### src/rtl/mem_initiator.sv
// rtl/mem_initiator.sv - requester-side memory link initiator: one command, one link transaction, one completion

package ni_defs;
    localparam int DATA_W = 32;
    localparam int ADDR_W = 4;

    typedef enum logic {
        TX_RD = 1'b0,
        TX_WR = 1'b1
    } tx_kind_e;

    typedef struct packed {
        tx_kind_e            kind;
        logic [ADDR_W-1:0]   mem_addr;
        logic [DATA_W-1:0]   data;
    } tx_t;
endpackage

// One direction of the memory link: the source presents src_rdy with tx,
// the target accepts with tgt_rdy; a transfer happens when both are high.
interface link;
    logic         src_rdy;
    logic         tgt_rdy;
    ni_defs::tx_t tx;

    modport egress  (output src_rdy, output tx, input  tgt_rdy);
    modport ingress (input  src_rdy, input  tx, output tgt_rdy);
endinterface

module mem_initiator #(
    parameter logic [ni_defs::ADDR_W-1:0] MEM_ADDR  = '0,
    parameter int                         TIMEOUT   = 16,
    parameter int                         TIMEOUT_W = (TIMEOUT > 0) ? $clog2(TIMEOUT + 1) : 1
) (
    input  logic                       clk,
    input  logic                       rst,

    input  logic                       cmd_valid,
    output logic                       cmd_ready,
    input  logic                       cmd_wr,
    input  logic [ni_defs::DATA_W-1:0] cmd_data,

    output logic                       rsp_valid,
    output logic                       rsp_err,
    output logic [ni_defs::DATA_W-1:0] rsp_data,

    link.egress                        reqpath,
    link.ingress                       rsppath
);

    typedef enum logic [1:0] {
        IDLE = 2'd0,
        REQ  = 2'd1,
        RSP  = 2'd2
    } state_t;

    // Last wait-counter value before an abort; the counter starts at 0 on
    // entry to a wait state, so this gives exactly TIMEOUT cycles per state.
    localparam bit                   TIMEOUT_EN = (TIMEOUT > 0);
    localparam logic [TIMEOUT_W-1:0] WCNT_LAST  = TIMEOUT_W'((TIMEOUT > 0) ? TIMEOUT - 1 : 0);

    state_t                      state;
    state_t                      state_d;
    logic [TIMEOUT_W-1:0]        wcnt;
    logic [TIMEOUT_W-1:0]        wcnt_d;
    logic                        op_wr;
    logic                        op_wr_d;
    logic [ni_defs::DATA_W-1:0]  op_data;
    logic [ni_defs::DATA_W-1:0]  op_data_d;
    logic                        rsp_valid_d;
    logic                        rsp_err_d;
    logic [ni_defs::DATA_W-1:0]  rsp_data_d;
    logic                        expired;

    // Threshold reached: an abort happens this cycle unless the awaited
    // handshake also happens (completion wins).
    assign expired = TIMEOUT_EN && (wcnt == WCNT_LAST);

    // Handshake-side outputs decode straight from the state so that an
    // asynchronous reset drops them in the same cycle.
    assign cmd_ready          = (state == IDLE);
    assign reqpath.src_rdy    = (state == REQ);
    assign rsppath.tgt_rdy    = (state == RSP);
    assign reqpath.tx         = '{kind:     ni_defs::tx_kind_e'(op_wr),
                                  mem_addr: MEM_ADDR,
                                  data:     op_data};

    // State and datapath registers; completion flags are registered so the
    // pulse appears the cycle after the finishing handshake or abort.
    always_ff @(posedge clk or posedge rst) begin
        if (rst) begin
            state     <= IDLE;
            wcnt      <= '0;
            op_wr     <= 1'b0;
            op_data   <= '0;
            rsp_valid <= 1'b0;
            rsp_err   <= 1'b0;
            rsp_data  <= '0;
        end else begin
            state     <= state_d;
            wcnt      <= wcnt_d;
            op_wr     <= op_wr_d;
            op_data   <= op_data_d;
            rsp_valid <= rsp_valid_d;
            rsp_err   <= rsp_err_d;
            rsp_data  <= rsp_data_d;
        end
    end

    // Next-state logic: accept in IDLE, issue in REQ, collect in RSP, and
    // fall back to IDLE with an error completion when the wait expires.
    always_comb begin
        state_d     = state;
        wcnt_d      = wcnt;
        op_wr_d     = op_wr;
        op_data_d   = op_data;
        rsp_valid_d = 1'b0;
        rsp_err_d   = 1'b0;
        rsp_data_d  = rsp_data;

        case (state)
            IDLE: begin
                if (cmd_valid) begin
                    op_wr_d   = cmd_wr;
                    op_data_d = cmd_data;
                    wcnt_d    = '0;
                    state_d   = REQ;
                end
            end

            REQ: begin
                if (reqpath.tgt_rdy) begin
                    if (op_wr) begin
                        state_d     = IDLE;
                        rsp_valid_d = 1'b1;
                    end else begin
                        state_d = RSP;
                        wcnt_d  = '0;
                    end
                end else if (expired) begin
                    state_d     = IDLE;
                    rsp_valid_d = 1'b1;
                    rsp_err_d   = 1'b1;
                end else if (TIMEOUT_EN) begin
                    wcnt_d = wcnt + 1'b1;
                end
            end

            RSP: begin
                if (rsppath.src_rdy) begin
                    rsp_data_d  = rsppath.tx.data;
                    state_d     = IDLE;
                    rsp_valid_d = 1'b1;
                end else if (expired) begin
                    state_d     = IDLE;
                    rsp_valid_d = 1'b1;
                    rsp_err_d   = 1'b1;
                end else if (TIMEOUT_EN) begin
                    wcnt_d = wcnt + 1'b1;
                end
            end

            default: begin
                state_d = IDLE;
            end
        endcase
    end

    ap_req_addr: assert property (@(posedge clk) disable iff (rst)
        reqpath.src_rdy |-> (reqpath.tx.mem_addr == MEM_ADDR));

    ap_req_stable: assert property (@(posedge clk) disable iff (rst)
        (reqpath.src_rdy && !reqpath.tgt_rdy) |=> ($stable(op_wr) && $stable(op_data)));

    ap_one_wait: assert property (@(posedge clk) disable iff (rst)
        $onehot0({state == REQ, state == RSP}));

    ap_rsp_pulse: assert property (@(posedge clk) disable iff (rst)
        rsp_valid |=> !rsp_valid);

endmodule

### src/flat_wrapper.sv
// flat-port wrapper written by rule: the top's interface ports become plain ports
module mem_initiator_flat 
#(
    parameter logic [ni_defs::ADDR_W-1:0] MEM_ADDR  = '0,
    parameter int                         TIMEOUT   = 16,
    parameter int                         TIMEOUT_W = (TIMEOUT > 0) ? $clog2(TIMEOUT + 1) : 1
)
  (clk, rst, cmd_valid, cmd_ready, cmd_wr, cmd_data, rsp_valid, rsp_err, rsp_data, reqpath_src_rdy, reqpath_tx, reqpath_tgt_rdy, rsppath_src_rdy, rsppath_tx, rsppath_tgt_rdy);
  link reqpath_i ();
  link rsppath_i ();
  input  logic clk;
  input  logic rst;
  input  logic cmd_valid;
  output logic cmd_ready;
  input  logic cmd_wr;
  input  logic [ni_defs::DATA_W-1:0] cmd_data;
  output logic rsp_valid;
  output logic rsp_err;
  output logic [ni_defs::DATA_W-1:0] rsp_data;
  output wire logic [$bits(reqpath_i.src_rdy)-1:0] reqpath_src_rdy;
  output wire logic [$bits(reqpath_i.tx)-1:0] reqpath_tx;
  input wire logic [$bits(reqpath_i.tgt_rdy)-1:0] reqpath_tgt_rdy;
  input wire logic [$bits(rsppath_i.src_rdy)-1:0] rsppath_src_rdy;
  input wire logic [$bits(rsppath_i.tx)-1:0] rsppath_tx;
  output wire logic [$bits(rsppath_i.tgt_rdy)-1:0] rsppath_tgt_rdy;
  assign reqpath_src_rdy = reqpath_i.src_rdy;
  assign reqpath_tx = reqpath_i.tx;
  assign reqpath_i.tgt_rdy = reqpath_tgt_rdy;
  assign rsppath_i.src_rdy = rsppath_src_rdy;
  assign rsppath_i.tx = rsppath_tx;
  assign rsppath_tgt_rdy = rsppath_i.tgt_rdy;
  mem_initiator #(.MEM_ADDR(MEM_ADDR), .TIMEOUT(TIMEOUT), .TIMEOUT_W(TIMEOUT_W)) u_core (.clk(clk), .rst(rst), .cmd_valid(cmd_valid), .cmd_ready(cmd_ready), .cmd_wr(cmd_wr), .cmd_data(cmd_data), .rsp_valid(rsp_valid), .rsp_err(rsp_err), .rsp_data(rsp_data), .reqpath(reqpath_i), .rsppath(rsppath_i));
endmodule
### config.mk
export PLATFORM = sky130hd
export DESIGN_NAME = mem_initiator_flat
export DESIGN_NICKNAME = d
export VERILOG_FILES = /design/src/rtl/mem_initiator.sv /design/src/flat_wrapper.sv
export SDC_FILE = /design/constraint.sdc
export NUM_CORES = 1
export LEC_CHECK = 0
export BUFFER_PORTS_ARGS = -buffer_cell sky130_fd_sc_hd__buf_4
export CORE_MARGIN = 1
export CORE_UTILIZATION = 35
export CTS_BUF_LIST = sky130_fd_sc_hd__clkbuf_4
export DETAILED_ROUTE_END_ITERATION = 8
export GPL_TIMING_DRIVEN = 0
export SETUP_SLACK_MARGIN = 0.02
export SYNTH_ARGS = -nofsm -noshare
export SYNTH_HDL_FRONTEND = slang
export SYNTH_SLANG_ARGS = --single-unit
### constraint.sdc
create_clock -name clk -period 5.6 [get_ports clk]
set_input_delay 0.84 -clock clk [delete_from_list [all_inputs] [get_ports clk]]
set_output_delay 0.84 -clock clk [all_outputs]
set_load 0.02 [all_outputs]
==> summary.md, run 1 <==
| Metric | Value |
|---|---|
| Reg clk slew, reported paths | about 0.12 ns |
| Die width | between 90 and 100 um |
| Post-synthesis cell count | just under 200 |
| Setup Viol. Count Final | 0 |
| Crit end category | output port |
| CP max stage cell | dfrtp_1 |
| Via/cell ratio | roughly 4.6 |
| Post-synth EDFFs | 0 |
| Max-slew violations | 0 |
| Post-CTS Setup Bufs | 0 |
| Port bufs | approximately 140 |
| Status | finished, final reports clean |
| GRT overflow | 0 |
| Ys Warns | 0 |
| Worst path depth | 3 |
| Leakage | approximately 0.0021 uW |
| Unrepaired setup endpoints after global routing | false |
| Post-synth top cells | dfrtp_1, mux2_2, buf_2 |
| Detail Placement HPWL | roughly 4700 um |
| Ys async rst share | 100% |
| CTS Buf Count | 9 |
| Row cnt | 33 |
| Worst EP required | 4.76 ns |
| Ant diodes | 0 |
| Die height | around 95 um |
| CTS tree | built |
| Yosys top cell by area | dfrtp_1 |
| Largest cells by area after synthesis | dfrtp_1, mux2_2, ha_1 |
| Worst-skew pair later-pin latency | between 0.3 and 0.4 ns |
| Cell family with most CP delay | flip-flops |
| Hold buffers post-CTS | 0 |
| Seq pwr share | between 30% and 40% |
| Net switching power figure | slightly above 900 uW |
| Fmax | ~440 MHz |
| Endpoints failing hold | 0 |
| Hold Path Class | in2async |
| Vias in the first global route | 2191 |
| R2r startpoint | u_core.state[0] |
| Die area | 8950 um2 |
| Switching share of total power | 36.9% |
| Register area | roughly 1900 um2 |
| Layout area overhead | 45.6% |
| Area of the multi-input gates | roughly 1100 um2 |
| Startpoint Class | flip-flop |
| Total wire length | 6320 um |
| Hold WS | 0.444 ns |
| IO Pins | approximately 150 |
| Prevailing post-synth register cell | dfrtp_1 |
| Layout cell share with drive strength beyond 1 | about 66% |
| PD cells | between 500 and 600 nW/um2 |
| Seq/Total Area, Yosys | between 60 and 70% |
| Fill count | roughly 760 |
| DR WL/cell | 13.7 um |
| DR DRC count | 0 |
| Most frequent cell after synthesis | dfrtp_1 |
| Post-Syn Area | about 3000 um2 |
| Initial core utilization | 36.3% |
| Critical Path AT | ~1.5 ns |
| Critical path buffers and inverters | 2 |
| Post-CTS resize count | 0 |
| Global-route wire length before repair | just under 10000 um |
| Total Nets Final | between 400 and 500 |
| Design Power | around 2500 uW |
| R2R depth | 6 |
| Synth top area share | about three fifths |
| Clock Path Buffers | 2 |
| Clk sinks | 74 |
| Via count | between 2000 and 2500 |
| Crit-path max FO | 8 |
| Largest net degree at the start of global routing | 45 |
| Number of synthesized register bits | 74 |
| Internal power | around 1600 uW |
| Post-route minimum period | about 2.3 ns |
| Worst setup startpoint | u_core.state[0] |
| Worst Skew | roughly 0.014 ns |
| GRT Util Overall | roughly 14% |
| H-Tree Depth | 3 |
| TritonRoute pass-1 iters | 3 |
| Clock power frac | between 10% and 20% |
| Max-Cap Viols | 0 |
| Setup CP Type | reg2out |
| Root Driver | clkbuf_4 |
| Pre-CTS setup slack | ~3.5 ns |
| Initial antenna violation count | 0 |
| Sum Neg Setup Slack | 0 ns |
| Gpl congestion | about 0.77 |
| Syn_area_per_cell | 15.2 um2 |
| Period utilisation layout | between 40% and 50% |
| Core area | between 8000 and 9000 um2 |
| Max VDD drop | between 200 and 250 uV |
| Iter 0 DRT Violations | 30 |
| PnR worst setup slack | between 3 and 4 ns |
| Delay of the slowest cell on the worst path | about 0.42 ns |
| Part of the power in combinational logic | between 40% and 50% |
| Critical path cell sequence | inv_1 -> ha_1 -> buf_4 |
| Post-route ant nets | 0 |
| Yosys cell types | 34 |
## worst reg2reg max path, delay by kind of cell, from the launching register on
family / cells / cell delay, ns
AOI/OAI and AO/OA: 2 / 0.36
adders and majority gates: 1 / 0.30
buffers and inverters: 1 / 0.09
DFF: 1 / 0.40
muxes: 1 / 0.27
and+or+nand+nor: 1 / 0.34
## cells in the final DEF, fill, tap and decap left out, types with 2 or more instances in the layout
| cell | n |
|---|---|
| conb_1 | 4 |
| nand2_1 | 5 |
| a21boi_0 | 2 |
| dfrtp_1 | 74 |
| nand2b_1 | 2 |
| ha_1 | 5 |
| inv_1 | 2 |
| mux2_2 | 65 |
| buf_2 | 6 |
| o21ai_0 | 4 |
| clkbuf_4 | 9 |
| bufinv_16 | 2 |
| clkinv_1 | 3 |
| buf_4 | 144 |
| a21oi_1 | 4 |
## cells by family (layout without fill, tap and decap cells)
kind of cell               count (synthesis)  count (layout)  synth area share [%]
AOI/OAI and AO/OA                         20              20                  4.71
adders and majority gates                  5               5                  2.08
buffers and inverters                     15             171                  2.75
DFF                                       74              74                  61.7
muxes                                     66              66                  24.9
other                                      1               4                 0.125
and+or+nand+nor                           17              17                  3.75
## per-stage QoR
| step | utilization (%) | area (um2) | instances |
|---|---|---|---|
| after floorplan | - | 3010 | 201 |
| after global placement | 50.7 | 4190 | 445 |
| after detailed placement | 51.1 | 4220 | 446 |
| after CTS | 52.9 | 4370 | 462 |
| after global routing | 52.9 | 4370 | 462 |
| final | 52.9 | 4370 | 462 |
## registers in the layout, summed over array words and instances, names as in the netlist
register          cells
u_core.op_data       32
u_core.rsp_data      32
u_core.rsp_err        1
u_core.wcnt           5
u_core.rsp_valid      1
u_core.state          2
u_core.op_wr          1
## power by group through the flow
| stage | combinational [uW] | sequential [uW] | clock [uW] |
|---|---|---|---|
| 6_report | 1250 | 906 | 354 |
| 5_1_grt | 1340 | 941 | 393 |
| 2_1_floorplan | 456 | 1200 | 0 |
| 4_1_cts | 1270 | 909 | 377 |
| 3_3_place_gp | 1250 | 907 | 0 |
| 3_5_place_dp | 1270 | 920 | 0 |
## metal layers
metal	vias to the layer above	GRT usage, %	wire length, um
li1	1000	-	-
met1	1020	16.9	2650
met2	94	22.7	3020
met3	6	4.99	592
met4	0	5.68	55
met5	-	0	0
## layout make-up
class                      instances  share of cell area, %
inverter                           3                  0.315
tap                              105                   3.01
clock buffer                       9                   1.55
clock inverter                     7                   1.92
buffer                            12                   1.63
sequential                        74                   42.4
multi-input combinational        112                   24.7
timing repair buffer             140                   24.5
## final timing paths
check	end	slack, ns
max	rsppath_tgt_rdy	3.31
min	u_core.rsp_data[23]	0.44
max reg2reg	u_core.wcnt[0]	3.74
min reg2reg	u_core.rsp_data[22]	0.52
max in group asynchronous	u_core.op_data[30]	4.59
min in group clk	u_core.rsp_data[22]	0.52
Note: power is estimated with default switching activity, not from simulation.
==> run 2: changes to the inputs <==
clock period = 2.3 ns   (was 5.6 ns; I/O delays follow)
==> summary.md, run 2 (synthesis gave the netlist of run 1 again) <==
| Metric | Value |
|---|---|
| Total wire length | 6330 um (+0.19%) |
| Global-route wire length before repair | 9630 um (unchanged) |
| PnR worst setup slack | 0.444 ns (-2.86 ns) |
| Critical Path AT | 2.15 ns (+0.70 ns) |
| Critical path cell sequence | inv_1 -> ha_1 -> a32oi_2 -> nor3b_4 -> o31ai_1 -> mux2_4 |
| Hold Path Class | in2reg |
| Fmax | between 500 and 600 MHz |
| Unrepaired setup endpoints after global routing | false |
| Root Driver | clkbuf_4 |
| Registers with the most flip-flops | u_core.op_data: 32 flops, u_core.rsp_data: 32 flops, u_core.wcnt: 5 flops |
| Worst EP required | 2.59 ns (-2.17 ns) |
| GRT overflow | 0 (unchanged) |
| Startpoint Class | flip-flop |
| Hold depth | 2 |
| Row cnt | 33 (unchanged) |
| Hold path start | rsppath_tx[0] |
| Post-CTS Setup Bufs | 0 (unchanged) |
| Status | finished, final reports clean |
| Reg2reg setup slack | 0.44 ns (-3.30 ns) |
| Ant diodes | 0 (unchanged) |
| Total Nets Final | 433 (+0.23%) |
| GRT Util Overall | 14.0% (unchanged) |
| RR Endpoint | u_core.wcnt[0] |
| IO Pins | 149 (unchanged) |
| Max VDD drop | 590 uV (+140%) |
| DR WL/cell | 13.7 um (about the same) |
| Cell family with most CP delay | flip-flops |
| Via/cell ratio | 4.59 (about the same) |
| Clk sinks | 74 (unchanged) |
| Most common cell after layout, fill and taps aside | buf_4 |
| Setup Viol. Count Final | 0 (unchanged) |
| Worst-skew pair later-pin latency | 0.39 ns (about the same) |
| Post-route minimum period | 1.86 ns |
| Largest net degree at the start of global routing | 45 (unchanged) |
| Max-Cap Viols | 0 (unchanged) |
| Finished Layout Cells | 463 (+0.22%) |
| Die width | 94.6 um (unchanged) |
| Clock Path Buffers | 2 (unchanged) |
| Hold Path Sink | u_core.rsp_data[0] |
| Gpl congestion | 0.773 (unchanged) |
| CTS tree | built |
| Iter 0 DRT Violations | 31 (+3.3%) |
| Final core occ | 53.0% (+0.12 points) |
| Vias in the first global route | 2191 (unchanged) |
| Endpoints failing hold | 0 (unchanged) |
| Layout cell share with drive strength beyond 1 | 65.6% (-0.18 points) |
| Leakage | 0.00215 uW (+0.19%) |
| Worst setup startpoint | u_core.state[0] |
| Core area | 8260 um2 (unchanged) |
| Die height | 94.6 um (unchanged) |
| CP max stage cell | dfrtp_1 |
| Die area | 8950 um2 (unchanged) |
| Reg clk slew, reported paths | 0.12 ns (about the same) |
| Placed cell count | 446 (unchanged) |
| Post-route ant nets | 0 (unchanged) |
| DR DRC count | 0 (unchanged) |
| Max-slew violations | 0 (unchanged) |
| CTS Buf Count | 9 (unchanged) |
| Layout area overhead | 45.9% |
| R2r startpoint | u_core.state[0] |
| Initial core utilization | 36.3% (unchanged) |
| Port bufs | 139 (unchanged) |
| H-Tree Depth | 3 (unchanged) |
| Crit-path max FO | 8 (unchanged) |
| Setup CP Type | reg2reg |
| Pre-CTS setup slack | 0.438 ns (-3.11 ns) |
| Via count | 2123 (+0.14%) |
| Delay of the slowest cell on the worst path | 0.40 ns (-0.02 ns) |
| Period utilisation layout | between 80% and 90% |
| TritonRoute pass-1 iters | 3 (unchanged) |
| Most frequent cells in the layout | buf_4, dfrtp_1, mux2_2, clkbuf_4, buf_2 |
| R2R depth | 6 (unchanged) |
| Critical path buffers and inverters | 1 (-1) |
| Crit end category | flip-flop |
| PD cells | 1400 nW/um2 (+140%) |
| Initial antenna violation count | 0 (unchanged) |
| Detail Placement HPWL | 4700 um (unchanged) |
| Worst Skew | 0.0116 ns (-0.00280 ns) |
run 2: final cells by class:
type,count,area (um2)
clock buffer,9,67.6
clock inverter,7,83.8
inverter,3,13.8
timing repair buffer,141,1080
buffer,12,71.3
multi-input combinational,112,1080
sequential,74,1850
tap,105,131
fill,762,3880
run 2: worst max path at each step:
| stage | end | cells after the start |
|---|---|---|
| floorplan | u_core.op_data[0] | 1 |
| global placement | u_core.op_data[7] | 2 |
| detailed placement | u_core.wcnt[0] | 6 |
| CTS | u_core.wcnt[0] | 6 |
| global route | u_core.wcnt[0] | 6 |
| finish | u_core.wcnt[0] | 6 |
run 2: where the power goes:
part           switching, uW  leakage, uW  internal [uW]
Combinational           1520      0.00117           1540
Sequential               308     0.000900           1900
Clock                    434    0.0000784            429
run 2: what timing repair did:
action                    in CTS  in global routing
hold endpoints to repair      30                  0
resized for setup              0                  0
hold buffers                   1                  0
run 2: metal layers:
layer / vias to the layer above / part of all wire, % / track usage [%]
li1: 1003 / - / -
met1: 1020 / 42 / 16.9
met2: 94 / 48 / 22.7
met3: 6 / 9.4 / 4.99
met4: 0 / 0.76 / 5.68
met5: - / 0 / 0
run 2: per-stage QoR:
stage | total power, uW | hold WS [ns] | setup TNS, ns | cell area [um2]
after CTS | 6230 | 0.128 | 0 | 4380
after detailed placement | 5330 | 0.392 | 0 | 4220
final | 6120 | 0.175 | 0 | 4380
after global routing | 6520 | 0.138 | 0 | 4380
after global placement | 5260 | 0.487 | -70.41 | 4190
after floorplan | 4030 | 0.489 | 0 | 3010
==> run 3: changes to the inputs <==
PLACE_DENSITY = 0.66   (was default)
clock period = 1.55 ns   (was 2.3 ns; I/O delays follow)
==> summary.md, run 3 (synthesis gave the netlist of run 1 again) <==
| Metric | Value |
|---|---|
| Status | finished, violations left |
| Failing checks | negative setup slack |
| Row cnt | 33 (unchanged) |
| Gpl congestion | 0.735 (-4.8%) |
| Unrepaired setup endpoints after global routing | true |
| PnR worst setup slack | -0.112 ns (-0.557 ns) |
| Initial core utilization | 36.3% (unchanged) |
| Leakage | 0.00226 uW (+5.3%) |
| Root Driver | clkbuf_4 |
| TritonRoute pass-1 iters | 4 (+1) |
| Clock Path Buffers | 2 (unchanged) |
| Via/cell ratio | 4.63 (+1.0%) |
| Reg clk slew, reported paths | 0.12 ns (about the same) |
| Post-route ant nets | 0 (unchanged) |
| GRT Util Overall | 14.5% (+0.56 points) |
| Ant diodes | 0 (unchanged) |
| Max-slew violations | 0 (unchanged) |
| Die height | 94.6 um (unchanged) |
| Design Power | 10000 uW (+64%) |
| Worst-Margin Slew | ~0.82 ns |
| Pre-CTS setup slack | -0.219 ns (-0.657 ns) |
| Port bufs | 139 (unchanged) |
| Period utilisation layout | 107% (+27 points) |
| Worst-skew pair later-pin latency | 0.40 ns (about the same) |
| Registers with the most flip-flops | u_core.op_data: 32 flops, u_core.rsp_data: 32 flops, u_core.wcnt: 5 flops |
| Global-route wire length before repair | 9970 um (+3.5%) |
| Via count | 2186 (+3.0%) |
| Detail Placement HPWL | 4720 um (+0.44%) |
| Die width | 94.6 um (unchanged) |
| Crit end category | flip-flop |
| Worst Skew | 0.00876 ns (-0.00280 ns) |
| Worst EP required | 1.84 ns (-0.75 ns) |
| Fill count | 696 (-8.7%) |
| Sum Neg Setup Slack | -0.236 ns (-0.236 ns) |
| Hold Path Class | in2reg |
| Setup Viol. Count Final | 4 (+4) |
| H-Tree Depth | 3 (unchanged) |
| Startpoint Class | flip-flop |
| Met1 usage | 18.2% (+1.3 points) |
| GRT overflow | 0 (unchanged) |
| Iter 0 DRT Violations | 42 (+35%) |
| Endpoints failing hold | 0 (unchanged) |
| Global route hottest layer | met2 |
| Max-Cap Viols | 0 (unchanged) |
| Core area | 8260 um2 (unchanged) |
| Setup CP Type | reg2reg |
| Layout area overhead | 55.6% |
| Hold WS | 0.0571 ns (-0.117 ns) |
| Total Nets Final | 442 (+2.1%) |
| Area of the multi-input gates | 1180 um2 (+9.5%) |
| Most common cell after layout, fill and taps aside | buf_4 |
| Grt met3 use | 4.83% (-0.16 points) |
| Initial antenna violation count | 0 (unchanged) |
| Layout cell share with drive strength beyond 1 | 71.7% (+6.0 points) |
| Register area | 1860 um2 (+0.20%) |
| IO Pins | 149 (unchanged) |
| Post-route minimum period | 1.66 ns (-0.193 ns) |
| Most frequent cells in the layout | buf_4, dfrtp_1, mux2_2, buf_6, clkbuf_4 |
| M2 GR Usage | 23.2% (+0.54 points) |
| CTS Buf Count | 9 (unchanged) |
| DR WL/cell | 13.8 um (+1.2%) |
| Clk sinks | 74 (unchanged) |
| PD cells | 2150 nW/um2 (+53%) |
| Critical Path AT | 1.95 ns (-0.20 ns) |
| Finished Layout Cells | 472 (+1.9%) |
| CTS tree | built |
| Crit-path max FO | 6 (-2) |
| Die area | 8950 um2 (unchanged) |
| Total wire length | 6530 um (+3.2%) |
| Max VDD drop | 1090 uV (+84%) |
| Vias in the first global route | 2145 (-2.1%) |
| Fmax | 602 MHz (+12%) |
| Placed cell count | 446 (unchanged) |
| Largest net degree at the start of global routing | 39 (-13%) |
| DR DRC count | 0 (unchanged) |
| Slew HR | between 40% and 50% |
-- run 3: changes by cell type in the layout (fill, tap and decap cells not counted), moves of 3 or more --
cell,delta
buf_6,+10
dfrtp_1,-3
ha_4,+3
buf_2,-6
buf_4,+4
dfrtp_2,+3
ha_1,-3
-- run 3: cell type report --
type / instances / share of cell area (%)
Buffer: 11 / 2.41
Clock buffer: 9 / 1.45
Clock inverter: 7 / 2.81
Inverter: 3 / 0.429
Multi-Input combinational cell: 112 / 25.3
Sequential cell: 74 / 39.7
Tap cell: 105 / 2.81
Timing Repair Buffer: 151 / 25.1
-- run 3: worst max-delay path, cell delays in order (launching register included) --
cell and delay, ns:
dfrtp_2 0.45, inv_4 0.06, ha_4 0.18, buf_4 0.13
nor3_2 0.22, nor3b_4 0.09, nor3b_2 0.17, mux2_4 0.27
-- run 3: final timing paths --
check / slack, ns / from / cells past startpoint / end
setup / recovery: -0.11 / u_core.state[1] / 7 / u_core.wcnt[0]
hold / removal: 0.06 / cmd_data[17] / 2 / u_core.op_data[17]
setup reg to reg: -0.11 / u_core.state[1] / 7 / u_core.wcnt[0]
hold reg to reg: 0.52 / u_core.rsp_data[13] / 1 / u_core.rsp_data[13]
max in group asynchronous: 0.35 / rst / 4 / u_core.state[0]
min in group asynchronous: 0.53 / rst / 3 / u_core.rsp_data[30]
-- run 3: routing by layer --
layer	wire length [um]	share of wire [%]	vias to the layer above
met3	498	7.6	9
met4	87	1.3	0
li1	-	-	1021
met2	3160	48	93
met1	2780	43	1063
met5	0	0	-
-- run 3: through the flow --
step / utilization, % / instance area, um2
6_report: 56.6 / 4670
5_1_grt: 56.6 / 4670
4_1_cts: 55.4 / 4580
3_5_place_dp: 51.8 / 4270
3_3_place_gp: 51.5 / 4250
2_1_floorplan: - / 3080
-- run 3: what timing repair did --
action	CTS	global route
endpoints found under the hold margin	37	0
pin swaps	3	1
cloned	0	0
hold buffers	1	0
setup buffers	5	5
gates resized for setup	17	17
setup endpoints to repair	70	48
-- run 3: power breakdown --
| part | internal [uW] | switching, uW | total (uW) |
|---|---|---|---|
| Clock | 964 | 651 | 1620 |
| Combinational | 2680 | 2410 | 5090 |
| Sequential | 2820 | 495 | 3320 |
